[src/rtl/sequenciador_mensagem_s3_pkg.sv]
// Shared definitions for the S3 message sequencer: FSM states, glyph indices
// and the board default dwell time.
package sequenciador_mensagem_s3_pkg;

    typedef enum logic [1:0] {
        OCIOSO   = 2'd0,
        EXIBINDO = 2'd1,
        PAUSADO  = 2'd2,
        FIM      = 2'd3
    } estado_t;

    localparam logic [1:0] GLIFO_C    = 2'd0;
    localparam logic [1:0] GLIFO_P    = 2'd1;
    localparam logic [1:0] GLIFO_UM   = 2'd2;
    localparam logic [1:0] GLIFO_ZERO = 2'd3;

    // One second per glyph on the 50 MHz board.
    localparam int unsigned DWELL_CICLOS_PADRAO = 50_000_000;

endpackage

[src/rtl/sequenciador_mensagem_s3_temporizador_dwell.sv]
// Dwell timer: counts enabled cycles and raises a one-cycle tick on the last
// cycle of each dwell period, wrapping back to zero on that same edge.
module temporizador_dwell #(
    parameter int unsigned DWELL_CICLOS = 4,
    parameter int unsigned LARGURA      = 3
) (
    input  logic clk,
    input  logic reset,
    input  logic limpar,
    input  logic habilitar,
    output logic tick
);

    localparam logic [LARGURA-1:0] ULTIMO = LARGURA'(DWELL_CICLOS - 1);

    logic [LARGURA-1:0] contagem;

    assign tick = habilitar && (contagem == ULTIMO);

    // NOTE: sequential state is always updated with <= so every flop samples
    // the pre-edge values regardless of statement order.
    always_ff @(posedge clk) begin
        if (reset || limpar) begin
            contagem <= '0;
        end else if (habilitar) begin
            contagem <= tick ? '0 : contagem + LARGURA'(1);
        end
    end

endmodule

[src/rtl/sequenciador_mensagem_s3.sv]
// Walks the glyph index through C, P, 1, 0 with a programmable dwell per
// glyph, repeating the message REPETICOES times (0 = until cancelled).
module sequenciador_mensagem_s3
    import sequenciador_mensagem_s3_pkg::*;
#(
    parameter int unsigned DWELL_CICLOS  = DWELL_CICLOS_PADRAO,
    parameter int unsigned LARGURA_DWELL = 26,
    parameter int unsigned REPETICOES    = 2,
    parameter int unsigned LARGURA_REP   = 4
) (
    input  logic clk,
    input  logic reset,
    input  logic iniciar,
    input  logic pausar,
    input  logic cancelar,
    output logic saida1Contador,
    output logic saida2Contador,
    output logic exibindo,
    output logic ocupado,
    output logic concluido
);

    localparam bit REP_INFINITA = (REPETICOES == 0);
    localparam logic [LARGURA_REP-1:0] REP_FINAL =
        LARGURA_REP'(REP_INFINITA ? 0 : REPETICOES - 1);

    estado_t                estado, prox_estado;
    logic [1:0]             indice, prox_indice;
    logic [LARGURA_REP-1:0] rep, prox_rep;
    logic                   habilitar_dwell, limpar_dwell, tick_dwell;

    // Paused cycles, the pause-request cycle and the cancel cycle never count.
    assign habilitar_dwell = (estado == EXIBINDO) && !pausar && !cancelar;
    assign limpar_dwell    = cancelar || !(estado inside {EXIBINDO, PAUSADO});

    temporizador_dwell #(
        .DWELL_CICLOS (DWELL_CICLOS),
        .LARGURA      (LARGURA_DWELL)
    ) u_temporizador_dwell (
        .clk       (clk),
        .reset     (reset),
        .limpar    (limpar_dwell),
        .habilitar (habilitar_dwell),
        .tick      (tick_dwell)
    );

    always_ff @(posedge clk) begin
        if (reset) begin
            estado <= OCIOSO;
            indice <= GLIFO_C;
            rep    <= '0;
        end else begin
            estado <= prox_estado;
            indice <= prox_indice;
            rep    <= prox_rep;
        end
    end

    // NOTE: every signal written here gets a default first, so no path can
    // leave it unassigned and infer a latch.
    always_comb begin
        prox_estado = estado;
        prox_indice = indice;
        prox_rep    = rep;
        unique case (estado)
            OCIOSO: begin
                prox_indice = GLIFO_C;
                prox_rep    = '0;
                if (iniciar) prox_estado = EXIBINDO;
            end
            EXIBINDO: begin
                if (cancelar) begin
                    prox_estado = OCIOSO;
                    prox_indice = GLIFO_C;
                    prox_rep    = '0;
                end else if (pausar) begin
                    prox_estado = PAUSADO;
                end else if (tick_dwell) begin
                    if (indice != GLIFO_ZERO) begin
                        prox_indice = indice + 2'd1;
                    end else if (!REP_INFINITA && rep == REP_FINAL) begin
                        prox_estado = FIM;
                    end else begin
                        prox_indice = GLIFO_C;
                        // Saturates so an endless run never wraps the count.
                        if (rep != '1) prox_rep = rep + LARGURA_REP'(1);
                    end
                end
            end
            PAUSADO: begin
                if (cancelar) begin
                    prox_estado = OCIOSO;
                    prox_indice = GLIFO_C;
                    prox_rep    = '0;
                end else if (!pausar) begin
                    prox_estado = EXIBINDO;
                end
            end
            FIM: begin
                prox_estado = OCIOSO;
                prox_indice = GLIFO_C;
                prox_rep    = '0;
            end
            default: prox_estado = OCIOSO;
        endcase
    end

    assign saida1Contador = indice[1];
    assign saida2Contador = indice[0];
    assign exibindo       = (estado == EXIBINDO) || (estado == PAUSADO);
    assign ocupado        = (estado != OCIOSO);
    assign concluido      = (estado == FIM);

endmodule

[config.mk]
export PLATFORM = sky130hd
export DESIGN_NAME = sequenciador_mensagem_s3
export DESIGN_NICKNAME = d
export VERILOG_FILES = /design/src/rtl/sequenciador_mensagem_s3_pkg.sv /design/src/rtl/sequenciador_mensagem_s3_temporizador_dwell.sv /design/src/rtl/sequenciador_mensagem_s3.sv
export SDC_FILE = /design/constraint.sdc
export NUM_CORES = 1
export LEC_CHECK = 0
export CAP_MARGIN = 20
export CORE_AREA = 2 2 76 60
export DETAILED_ROUTE_END_ITERATION = 10
export DIE_AREA = 0 0 78 62
export SETUP_SLACK_MARGIN = 0.5
export SYNTH_ARGS = -nofsm -noshare
export SYNTH_HDL_FRONTEND = slang
export SYNTH_SLANG_ARGS = --single-unit
export TNS_END_PERCENT = 30
[constraint.sdc]
create_clock -name clk -period 2.6 [get_ports clk]
set_input_delay 0.26 -clock clk [delete_from_list [all_inputs] [get_ports clk]]
set_output_delay 0.26 -clock clk [all_outputs]
set_load 0.005 [all_outputs]
# --- After elaboration in Yosys (flattened, before gate mapping) ---
# Cells that the tools add are included.
word_totals:
  reg_bits: 34
  input_bits: 5
op_classes:
  n_addsub: 3
  eq_ne: 19
  mux: 25
  reduce_logical: 16
ops:
  columns: ["op", "count"]
  rows:
  - ["2-bit two-way mux", 14]
  - ["4-bit two-way mux", 7]
  - ["26-bit by 1-bit adder with 26-bit output (second input constant)", 1]
  - ["26-bit equality test (second input constant)", 1]
  - ["26-bit two-way mux", 1]
  - ["3-bit != test (second input constant)", 4]
  - ["4-bit != test (second input constant)", 3]
  - ["4-bit one-hot mux with 3 select lines", 1]
  - ["4-bit by 3-bit != test with 1-bit output (second input constant)", 2]
  - ["2-bit one-hot mux with 4 select lines", 1]
  - ["2-bit != test (second input constant)", 3]
  - ["3-bit by 2-bit != test with 1-bit output (second input constant)", 2]
  - ["2-bit one-hot mux with 3 select lines", 1]
  - ["6-bit AND reduction", 1]
  - ["5-bit AND reduction", 1]
  - ["4-bit by 1-bit adder with 4-bit output (second input constant)", 1]
  - ["2-bit equality test (second input constant)", 2]
  - ["4-bit by 1-bit equality test with 1-bit output (second input constant)", 1]
  - ["4-bit AND reduction", 1]
  - ["2-bit nonzero test", 2]
  - ["1-bit logical AND", 3]
  - ["1-bit zero test", 3]
  - ["1-bit logical OR", 3]
  - ["2-bit by 1-bit adder with 2-bit output (second input constant)", 1]
  - ["3 further kinds", 3]

# --- Logic depth before layout (Yosys ltp) ---
depth:
  depth_word: 8
  mapped_depth: 8
  mapped_depth_nobuf: 7

# --- Cells and area by module ---
# A second synthesis with hierarchy kept.
hier_totals:
  hier_cells: 228
  hier_area_um2: 1955.6
by_module_without_submodules:
  columns: ["module", "n_inst", "cells_per_inst", "area_each_um2", "seq_area_each_um2"]
  rows:
  - ["temporizador_dwell", 1, 156, 1343.8, 520.5]
  - ["sequenciador_mensagem_s3", 1, 72, 611.8, 160.2]

# --- Least setup slack after synthesis ---
# No wires, ideal clock.
synth_path:
  kind: "reg2reg"
  from: "reg estado[1]"
  to: "reg u_temporizador_dwell.contagem[15]"
  setup_ns: 0.117
  t_arrival_ns: 1.870
  t_required_ns: 2.483
  slack_ns: 0.613
  path_stages_with_launch: 9
  n_path_buf: 1
  period_less_slack_ns: 1.987
  cell_sequence: "dfxtp_1 > inv_1 > ha_1 > or3b_1 > clkbuf_1 > nor4_4 > nand4_1 > xor2_1 > nor2_1"
synth_between:
  elab_chain_len: 5
  word_cells_on_any_way: 10
synth_lines:
  columns: ["element", "line", "rtl"]
  rows:
  - ["start: declaration", "sequenciador_mensagem_s3.sv:27", "estado_t estado, prox_estado;"]
  - ["start signal: assignment", "sequenciador_mensagem_s3.sv:53", "estado <= prox_estado;"]
  - ["2-bit by 1-bit equality test with 1-bit output / 2-bit equality test (equally long branches)", "sequenciador_mensagem_s3.sv:33, sequenciador_mensagem_s3.sv:34", null]
  - ["1-bit logical AND / 2-bit nonzero test (equally long branches)", "sequenciador_mensagem_s3.sv:33, sequenciador_mensagem_s3.sv:34", null]
  - ["1-bit logical AND / 1-bit zero test (equally long branches)", "sequenciador_mensagem_s3.sv:33, sequenciador_mensagem_s3.sv:34", null]
  - ["1-bit logical AND / 1-bit logical OR (equally long branches)", "sequenciador_mensagem_s3_temporizador_dwell.sv:18, sequenciador_mensagem_s3.sv:34", null]
  - ["26-bit two-way mux / 1-bit logical OR (equally long branches)", "sequenciador_mensagem_s3_temporizador_dwell.sv:26, sequenciador_mensagem_s3_temporizador_dwell.sv:23", null]
  - ["end signal: assignment", "sequenciador_mensagem_s3_temporizador_dwell.sv:26", "contagem <= tick ? '0 : contagem + LARGURA'(1);"]
  - ["end: declaration", "sequenciador_mensagem_s3_temporizador_dwell.sv:16", "logic [LARGURA-1:0] contagem;"]
# Several ways; a longest one is shown, not always the timed one.
# A chain may end at the register's enable or synchronous reset.

# --- Final worst setup path ---
layout_path:
  from: "reg estado[1]"
  to: "out exibindo"
layout_between:
  elab_chain_len: 2
  word_cells_on_any_way: 3
layout_lines:
  columns: ["element", "line", "rtl"]
  rows:
  - ["2-bit by 1-bit equality test with 1-bit output / 2-bit equality test (equally long branches)", "sequenciador_mensagem_s3.sv:110", "assign exibindo = (estado == EXIBINDO) || (estado == PAUSADO);"]
  - ["1-bit logical OR (*)", "sequenciador_mensagem_s3.sv:110", null]
  - ["end: declaration", "sequenciador_mensagem_s3.sv:18", "output logic exibindo,"]
# Every way passes the cells marked *; elsewhere a longest branch is shown, timed or not.

==> impl_results.md <==
- Die Wd: just under 80 um
- Async S/R FF share, synth: 0%
- WP data arrival: between 1.5 and 2 ns
- Sum of negative setup slack: 0 ns
- Power, Total: a little over 1 mW
- Setup ws final: ~0.60 ns
- Die Span Y: ~62 um
- Vias per cell: just over 5
- Initial DRT Pass Iterations: 4
- Number of synthesized flops with an enable pin: 0
- Clk pin slew, worst setup/hold paths: roughly 0.06 ns
- Actual transition at the worst max-transition pin: around 0.80 ns
- Post-place setup slack: ~0.28 ns
- Count leader, synth: dfxtp_1
- Fillers: 408
- Synth Register Bits: 34
- Worst path buffer plus inverter count: 3
- Crit-path leading delay family: buffers and inverters
- Min Tclk post-route: between 1.5 and 2 ns
- Sequential Power Share: a little over half
- Startpoint types: flop
- Worst path cell trace: inv_2 -> buf_4 -> ha_1 -> clkdlybuf4s50_1
- Post-synth top cells: dfxtp_1, nor2_1, xor2_1
- DRC: 0
- Global-route wire length before repair: between 6000 and 7000 um
- Main flop type after synthesis: dfxtp_1
- Synth top area cells: dfxtp_1, xor2_1, ha_1
- Vias in the first global route: ~1.3k
- Number of H-tree levels: 2
- # diodes: 0
- Synth Cell Area: between 1500 and 2000 um^2
- Hold Crit Class: reg2reg
- Max-slew headroom: between 40% and 50%
- Setup violations, final: 0
- Final worst-path cycle share: between 70% and 80%
- Worst hold slack: between 0.4 and 0.5 ns
- Clock power share: around 35%
- Worst skew pair latency: 0.28 ns
- Slowest stage cell on the critical path: clkdlybuf4s50_1
- RSZ-0062 raised after global routing: yes
- IO Pins: 10
- Dpl hpwl: roughly 2600 um
- Placed cell areas: between 2000 and 2500 um^2
- Post-synth cell types: between 40 and 50
- Nets: 244
- Routed Antenna Nets: 0
- Yosys warns: 0
- CTS tree: done
- DIE AREA: roughly 4800 um^2
- Design area: 2170 um^2
- Detailed-route via count: between 1k and 1.5k
- CP max stage delay: around 0.50 ns
- Total gr overflow: 0
- Cell area power density: approximately 470 nW/um^2
- Area leader, netlist: dfxtp_1
- Worst-path fanout max: 5
- Internal: 768.4 uW
- Routed wire length per instance: roughly 13 um
- Synth top area share: 36.24%
- Largest net degree at the start of global routing: 26
- GP Congestion: around 0.77
- Utilization after layout: 51.61%
- Crit Path Class: reg2out
- F_max: between 0.5 and 0.6 GHz
- Layout cell share with drive strength beyond 1: roughly an eighth
- Area Growth Syn to Fin: 15.52%
- Worst Setup End Kind: primary output
- Initial Utilization: roughly 45%
- Critical Path RT: 2.34 ns
- Area of the core: 4204 um^2
- Max-slew violation count: 0
- Wirelength, routed: roughly 3700 um
- Max_cap viols: 0
- Placed cells: approximately 280
- Status: completed
- Row count: 21
- Clock Path Buffers: 2
- Switching share of total power: 25.03%
- GRT Util Overall: 16.36%
- Gate power share: approximately an eighth
- Sw Pwr: between 200 and 300 uW
- Sequential area share after synthesis: between 30% and 40%
- Avg Cell Area, Syn: 8.817 um^2
- Buffers added on ports: 9
- Syn_nets: between 200 and 250
- Hold_buf cts: 0
- Initial antenna violation count: 0
- Pleak: approximately 0.76 nW
- Final hold vios: 0
- Clock sink count: 34
- Initial DRC Count: approximately 90
- Non-filler cells, final: about 290
- Clk root buf: clkbuf_8
- Final Skew: between 0.004 and 0.005 ns
- Worst IR Drop VDD: 243.9 uV
- CTS Buf Count: 5
- Post-synthesis cell count: 213
## flip-flops by register name, summed over array words and instances (netlist names)
register                       flops
estado                             2
indice                             2
rep                                4
u_temporizador_dwell.contagem     26
## power groups by stage
stage	sequential, mW	combinational, mW	clock, mW
after floorplan	0.542	0.0828	0
after global placement	0.544	0.126	0
after detailed placement	0.544	0.125	0
after CTS	0.532	0.127	0.379
after global routing	0.534	0.143	0.400
final	0.533	0.129	0.362
## cells in the final DEF (no fill, tap or decap), drive strengths merged, types with 2 or more instances in the layout
cell type | Yosys | routed
a31oi | 2 | 2
a32o | 2 | 2
and3 | 6 | 6
and4 | 5 | 5
buf | 3 | 7
clkbuf | 4 | 5
clkdlybuf4s50 | 0 | 9
clkinv | 0 | 2
dfxtp | 34 | 34
ha | 10 | 10
inv | 7 | 7
mux2i | 4 | 4
nand2 | 17 | 17
nand2b | 3 | 3
nand3 | 17 | 17
nand3b | 3 | 3
nand4 | 8 | 8
nor2 | 32 | 32
nor2b | 2 | 2
nor3 | 3 | 3
nor3b | 2 | 2
nor4 | 3 | 3
nor4b | 2 | 2
nor4bb | 3 | 3
o21ai | 2 | 2
or3 | 2 | 2
xnor2 | 4 | 4
xor2 | 21 | 21
## final cells by class
class	count	area, um^2	share of cell area [%]
inverters	7	26.28	1.211
clock buffers	5	68.82	3.172
flip-flops and latches	34	680.7	31.37
multi-input cells	165	1166	53.75
clock inverters	2	10.01	0.4614
repair buffers	16	146.4	6.747
well taps	57	71.32	3.287
## worst reg2reg max path, delay by kind of cell, from the launching register on
family | cells | cell delay, ns
buffers and inverters | 1 | 0.17
xor gates and xnor gates | 1 | 0.16
DFF | 1 | 0.43
adders and majority gates | 1 | 0.20
and+or+nand+nor | 4 | 0.91
## cell families after synthesis
| kind of cell | share of synthesized area (%) |
|---|---|
| adders and majority gates | 6.662 |
| AOI/OAI and AO/OA | 6.929 |
| muxes | 2.132 |
| and+or+nand+nor | 33.04 |
| buffers and inverters | 3.331 |
| xor gates and xnor gates | 11.66 |
| DFF | 36.24 |
## what timing repair did
item	in CTS	in global routing
setup buffers	1	0
gates resized for setup	1	7
setup endpoints to repair	9	30
pin swaps	1	0
## metal layers
metal | up-vias | track usage (%) | routed length [um] | share of wire (%)
li1 | 777 | - | - | -
met1 | 663 | 24.45 | 2060 | 56
met2 | 16 | 21.92 | 1410 | 39
met3 | 7 | 4.335 | 118 | 3.2
met4 | 0 | 7.018 | 60 | 1.6
met5 | - | 0 | 0 | 0
## path summary, 6_finish.rpt
check	startpoint	end	slack, ns	depth (start not counted)
setup reg to reg	estado[0]	u_temporizador_dwell.contagem[15]	0.63	7
setup / recovery	estado[1]	exibindo	0.60	4
hold reg to reg	indice[1]	indice[1]	0.48	2
hold / removal	indice[1]	indice[1]	0.48	2
Note: power is estimated with default switching activity, not from simulation.
